$ cat config.mk
export PLATFORM = sky130hd
export DESIGN_NAME = debug_trace_ctrl
export DESIGN_NICKNAME = d
export VERILOG_FILES = /design/src/rtl/debug_trace_ctrl.sv
export SDC_FILE = /design/constraint.sdc
export NUM_CORES = 1
export LEC_CHECK = 0
export BUFFER_PORTS_ARGS = -buffer_cell sky130_fd_sc_hd__buf_4
export CAP_MARGIN = 30
export CORE_ASPECT_RATIO = 1.75
export CORE_MARGIN = 4
export CORE_UTILIZATION = 56
export DETAILED_ROUTE_END_ITERATION = 12
export MAX_ROUTING_LAYER = met4
export PLACE_DENSITY = 0.76
export SYNTH_ARGS = -nofsm -noshare
export SYNTH_HDL_FRONTEND = slang
export SYNTH_SLANG_ARGS = --single-unit
export TNS_END_PERCENT = 10
$ cat constraint.sdc
create_clock -name clk -period 6.6 [get_ports clk]
set_input_delay 0.33 -clock clk [delete_from_list [all_inputs] [get_ports clk]]
set_output_delay 0.33 -clock clk [all_outputs]
set_load 0.005 [all_outputs]
$ cat src/rtl/debug_trace_ctrl.sv
// debug_trace_ctrl: trigger-based trace capture for the core debug bundle.
// Arms on request, triggers on a pc match (or the first sample), captures
// DEPTH non-stalled {pc, instruction} pairs, then streams them out bytewise.
//
// state    | meaning
// ---------+-----------------------------------------------------------
// IDLE     | waiting for arm; buffer contents are stale
// ARMED    | waiting for the first non-stalled trigger hit
// CAPTURE  | storing one entry per non-stalled cycle until DEPTH entries
// DUMP     | streaming entries 0..DEPTH-1, 8 bytes each, MSB first
module debug_trace_ctrl #(
  parameter int DEPTH = 16,
  parameter int CNT_W = $clog2(DEPTH) + 1
) (
  input  logic             clk,
  input  logic             rst,
  input  logic [31:0]      dbg_pc,
  input  logic [31:0]      dbg_instruction,
  input  logic             dbg_i_cache_stall,
  input  logic             dbg_d_cache_stall,
  input  logic             arm,
  input  logic             abort,
  input  logic             trig_pc_en,
  input  logic [31:0]      trig_pc,
  output logic [7:0]       out_data,
  output logic             out_valid,
  input  logic             out_ready,
  output logic [1:0]       state,
  output logic [CNT_W-1:0] entry_count,
  output logic             done
);

  localparam int AW = (DEPTH > 1) ? $clog2(DEPTH) : 1;

  typedef enum logic [1:0] {
    S_IDLE    = 2'd0,
    S_ARMED   = 2'd1,
    S_CAPTURE = 2'd2,
    S_DUMP    = 2'd3
  } state_t;

  state_t           r_state;
  logic [AW-1:0]    r_wr_ptr;
  logic [AW-1:0]    r_rd_ptr;
  logic [2:0]       r_byte_idx;
  logic [CNT_W-1:0] r_count;
  logic [7:0]       r_out_data;
  logic             r_out_valid;
  logic [63:0]      r_buf [DEPTH];

  logic             w_sample;
  logic             w_hit;
  logic [63:0]      w_entry;
  logic             w_wr_en;
  logic             w_wr_last;
  logic             w_accept;
  logic             w_last_byte;
  logic             w_last_entry;
  logic [63:0]      w_first_entry;
  logic [63:0]      w_cur_entry;
  logic [63:0]      w_next_entry;

  // Byte idx of an entry, idx 0 being the most significant byte.
  function automatic logic [7:0] f_byte(input logic [63:0] ent, input logic [2:0] idx);
    logic [5:0] sh;
    sh = {~idx, 3'b000};
    return ent[sh +: 8];
  endfunction

  assign w_sample     = !dbg_i_cache_stall && !dbg_d_cache_stall;
  assign w_hit        = w_sample && (!trig_pc_en || (dbg_pc == trig_pc));
  assign w_entry      = {dbg_pc, dbg_instruction};
  assign w_wr_last    = (r_wr_ptr == AW'(DEPTH - 1));
  assign w_accept     = r_out_valid && out_ready;
  assign w_last_byte  = (r_byte_idx == 3'd7);
  assign w_last_entry = (r_rd_ptr == AW'(DEPTH - 1));
  assign w_cur_entry  = r_buf[r_rd_ptr];
  assign w_next_entry = r_buf[r_rd_ptr + AW'(1)];

  // Entry 0 is still on the input bus only when the trigger cycle also fills the buffer.
  assign w_first_entry = (r_state == S_ARMED) ? w_entry : r_buf[0];

  assign w_wr_en = !rst && !abort &&
                   (((r_state == S_ARMED) && w_hit) ||
                    ((r_state == S_CAPTURE) && w_sample));

  // Done is combinational so it coincides with the final handshake.
  assign done = (r_state == S_DUMP) && w_accept && w_last_byte && w_last_entry &&
                !abort && !rst;

  assign state       = r_state;
  assign entry_count = r_count;
  assign out_data    = r_out_data;
  assign out_valid   = r_out_valid;

  // Trace buffer write port; contents need no reset.
  always_ff @(posedge clk) begin
    if (w_wr_en) begin
      r_buf[r_wr_ptr] <= w_entry;
    end
  end

  // Control FSM with registered stream outputs.
  always_ff @(posedge clk) begin
    if (rst || abort) begin
      r_state     <= S_IDLE;
      r_wr_ptr    <= '0;
      r_rd_ptr    <= '0;
      r_byte_idx  <= '0;
      r_count     <= '0;
      r_out_data  <= '0;
      r_out_valid <= 1'b0;
    end else begin
      case (r_state)
        S_IDLE: begin
          if (arm) begin
            r_count  <= '0;
            r_wr_ptr <= '0;
            r_state  <= S_ARMED;
          end
        end
        S_ARMED: begin
          if (w_hit) begin
            r_wr_ptr <= r_wr_ptr + AW'(1);
            r_count  <= CNT_W'(1);
            if (w_wr_last) begin
              r_state     <= S_DUMP;
              r_rd_ptr    <= '0;
              r_byte_idx  <= '0;
              r_out_valid <= 1'b1;
              r_out_data  <= f_byte(w_first_entry, 3'd0);
            end else begin
              r_state <= S_CAPTURE;
            end
          end
        end
        S_CAPTURE: begin
          if (w_sample) begin
            r_wr_ptr <= r_wr_ptr + AW'(1);
            r_count  <= r_count + CNT_W'(1);
            if (w_wr_last) begin
              r_state     <= S_DUMP;
              r_rd_ptr    <= '0;
              r_byte_idx  <= '0;
              r_out_valid <= 1'b1;
              r_out_data  <= f_byte(w_first_entry, 3'd0);
            end
          end
        end
        S_DUMP: begin
          if (w_accept) begin
            if (!w_last_byte) begin
              r_byte_idx <= r_byte_idx + 3'd1;
              r_out_data <= f_byte(w_cur_entry, r_byte_idx + 3'd1);
            end else if (w_last_entry) begin
              r_state     <= S_IDLE;
              r_byte_idx  <= '0;
              r_rd_ptr    <= '0;
              r_out_valid <= 1'b0;
              r_out_data  <= '0;
            end else begin
              r_rd_ptr   <= r_rd_ptr + AW'(1);
              r_byte_idx <= '0;
              r_out_data <= f_byte(w_next_entry, 3'd0);
            end
          end
        end
        default: begin
          r_state <= S_IDLE;
        end
      endcase
    end
  end

endmodule

==> summary.md <==
| Metric | Value |
|---|---|
| Register area share after synthesis | 73.0% |
| Top Usage Layer GRT | met2 |
| Pwr Density | 273 nW/µm² |
| RSZ-0062 raised after global routing | false |
| R2R Path End | out_data[5]$_SDFFE_PP0P_ |
| Core Rows | 134 |
| DP Area | 44900 µm² |
| Final HPWL from detailed placement | 65.7 mm |
| Final Instance Area | 48700 µm² |
| Met2 Use GR | 44.8% |
| Setup CP Type | primary input to register |
| Setup crit end kind | register |
| Synth warnings | 0 |
| Synthesized area per cell | 19.9 µm² |
| GRT met1 Usage | 35.1% |
| Final min period | 4.51 ns |
| Max VDD drop | 211 µV |
| Leakage Power | 14.9 nW |
| Setup tns final | 0 ns |
| Vias | 23000 |
| Max clock buf depth | 3 |
| R2r startpoint | r_byte_idx[0]$_SDFFE_PP0P_ |
| Syn nets | 2278 |
| Ys async rst share | 0% |
| Max Fanout on Critical Path | 23 |
| CP required | 6.92 ns |
| Max_cap viols | 0 |
| Clk pin slew, worst setup/hold paths | 0.07 ns |
| Post-cts resize count | 0 |
| CTS root buffer | clkbuf_16 |
| # DRC | 0 |
| CTS sink count | 1055 |
| Fillers | 5013 |
| Fraction of layout cells with a size suffix above 1 | 26.8% |
| Wire length per cell | 31.7 µm |
| Mapped Area | 43000 µm² |
| CP Capture Point | r_buf[5][58]$_DFFE_PP_ |
| Nets@finish | 2486 |
| Gpl congestion | 0.922 |
| Boundary Pins | 121 |
| Met3 Use GR | 4.70% |
| Start point of the critical path | dbg_pc[28] |
| Number of synthesized flops with an enable pin | 1024 |
| Top FF cell, synth | edfxtp_1 |
| R2R Setup Slk | 2.28 ns |
| Final Cycle Share | 68.3% |
| Actual slew at the worst max-slew pin | 1.01 ns |
| Depth of the worst register-to-register path | 10 |
| Hold Violations, Final | 0 |
| Clock buffer count from CTS | 90 |
| Status | finished, final reports clean |
| Slew Viols, Final | 0 |
| Pwr Total | 13.3 mW |
| Vias in the first global route | 23600 |
| Worst rel slew slack | 32.1% |
| Die footprint | 81400 µm² |
| Routed Wire Length | 110 mm |
| Synth area leaders | edfxtp_1 (72%), mux4_2 (13%), dfxtp_1 (1.4%) |
| Core ar. | 76100 µm² |
| Total Routing Usage GR | 28.0% |
| WHS Path Cells | 1 |
| Final Util | 64.0% |
| Initial core utilization | 56.5% |
| Cell variety after synth | 64 |
| Multi-input logic area | 10700 µm² |
| Setup slack at placement | 2.00 ns |
| CP startpoint kind | primary input |
| Global-route wire length before repair | 161 mm |
| Area delta synth->final | 13.4% |
| Initial DRC Count | 2985 |
| Synth area leader | edfxtp_1 |
| Cell with the most instances after synthesis | edfxtp_1 |
| Antenna violations before repair | 2 |
| Die Width | 217 µm |
| FF+latch count, synth | 1055 |
| CTS tree | done |
| DRT Pass-1 Iters | 7 |
| Final setup skew | 0.0260 ns |
| Endpoints failing setup | 0 |
| Post-synth top area share | 71.6% |
| Clk_lat worst skew | 0.68 ns |
| Via density | 6.64 |
| Syn Inst Count | 2162 |
| Most frequent cells after synthesis | edfxtp_1 (1024), mux4_2 (245), a211oi_1 (69) |
| Storage cell area | 31400 µm² |
| Fmax achieved | 0.222 GHz |
| CP Data Arrival Time | 4.83 ns |
| Port Buffer Count | 120 |
| PnR worst setup slack | 2.09 ns |
| Pin count of the biggest net entering global routing | 89 |
| Tightest Hold Check Type | primary input to register |
| CTS H-tree lvls | 3 |
| Routed Antenna Nets | 0 |
| Die height | 374 µm |
| Grt total ovfl | 0 |
[registers in the layout, summed over array words and instances (netlist names), named ones only]
register,cells
r_buf,1024
r_byte_idx,3
r_wr_ptr,4
entry_count,5
out_data,8
state,2
r_rd_ptr,4
out_valid,1
[layout make-up]
type	count	share of cell area, %
Inverter	28	0.216
Clock buffer	102	4.80
Sequential cell	1055	64.4
Tap cell	1020	2.62
Multi-Input combinational cell	945	21.9
Timing Repair Buffer	250	4.32
Clock inverter	67	1.73
Antenna cell	2	0.0103
[placed cells by master, fill, tap and decap left out, types with 12 or more instances in the layout]
cell / synthesis / routed
mux2_2: 35 / 35
nor2b_1: 68 / 68
o22ai_1: 36 / 36
bufinv_16: 0 / 18
mux4_2: 245 / 245
clkinv_1: 0 / 14
nand3_1: 47 / 47
nor3_1: 33 / 29
clkinv_2: 0 / 22
a21oi_1: 13 / 13
buf_4: 21 / 182
a211oi_1: 69 / 69
o21ai_0: 24 / 24
dlygate4sd3_1: 0 / 61
inv_1: 28 / 28
nor2_4: 0 / 12
nand2_1: 31 / 31
edfxtp_1: 1024 / 1024
o211ai_1: 14 / 14
nor4_1: 44 / 43
dfxtp_1: 31 / 26
clkbuf_16: 0 / 92
mux2i_1: 60 / 60
xor2_1: 34 / 33
nor2_1: 46 / 33
[worst max-delay path, stage by stage]
cell and delay (ns):
dlygate4sd3_1 0.54, buf_4 0.20, xor2_1 0.27, nor4_2 0.76
nand2_1 0.22, o31ai_1 0.49, a21o_1 0.26, nand3_1 0.35
nor2_4 0.84, buf_4 0.51
[routing by layer]
layer / part of all wire (%) / wire length (µm) / vias up
li1: - / - / 9422
met1: 35 / 38500 / 11900
met2: 51 / 55700 / 1448
met3: 8.5 / 9330 / 289
met4: 5.8 / 6360 / 0
met5: 0 / 0 / -
[logic make-up after synthesis]
| group | Yosys count | share of synthesized area [%] |
|---|---|---|
| DFF | 1055 | 73.0 |
| muxes | 353 | 15.7 |
| and+or+nand+nor | 333 | 4.29 |
| AOI/OAI and AO/OA | 213 | 3.55 |
| buffers and inverters | 162 | 2.45 |
| xor gates and xnor gates | 34 | 0.693 |
| adders and majority gates | 12 | 0.349 |
[power by group]
part / switching, mW / total, mW / internal [mW] / leakage, nW
clock: 2.41 / 5.69 / 3.28 / 1.57
sequential: 0.00193 / 7.34 / 7.33 / 9.45
combinational: 0.174 / 0.261 / 0.0870 / 3.86
[how the worst min path moves through the flow]
| stage | startpoint | end | slack [ns] |
|---|---|---|---|
| CTS | dbg_pc[2] | r_buf[4][34]$_DFFE_PP_ | 0.0007 |
| global route | dbg_pc[2] | r_buf[9][34]$_DFFE_PP_ | 0.02 |
| detailed placement | r_byte_idx[2]$_SDFFE_PP0P_ | r_byte_idx[2]$_SDFFE_PP0P_ | 0.45 |
| global placement | r_byte_idx[1]$_SDFFE_PP0P_ | r_byte_idx[1]$_SDFFE_PP0P_ | 0.44 |
| floorplan | dbg_instruction[0] | r_buf[0][0]$_DFFE_PP_ | 0.43 |
| finish | dbg_pc[2] | r_buf[4][34]$_DFFE_PP_ | 0.04 |
[through the flow]
step,instances,hold slack [ns]
floorplan,2162,0.429
global placement,3234,0.443
detailed placement,3237,0.455
CTS,3467,0.000675
global route,3468,0.0238
finish,3469,0.0402
[repair_timing]
item | CTS | global route
hold buffers | 61 | 0
buffers inserted | 0 | 0
setup endpoints to repair | 0 | 0
endpoints found under the hold margin | 948 | 0
(Power assumes the default switching activity.)
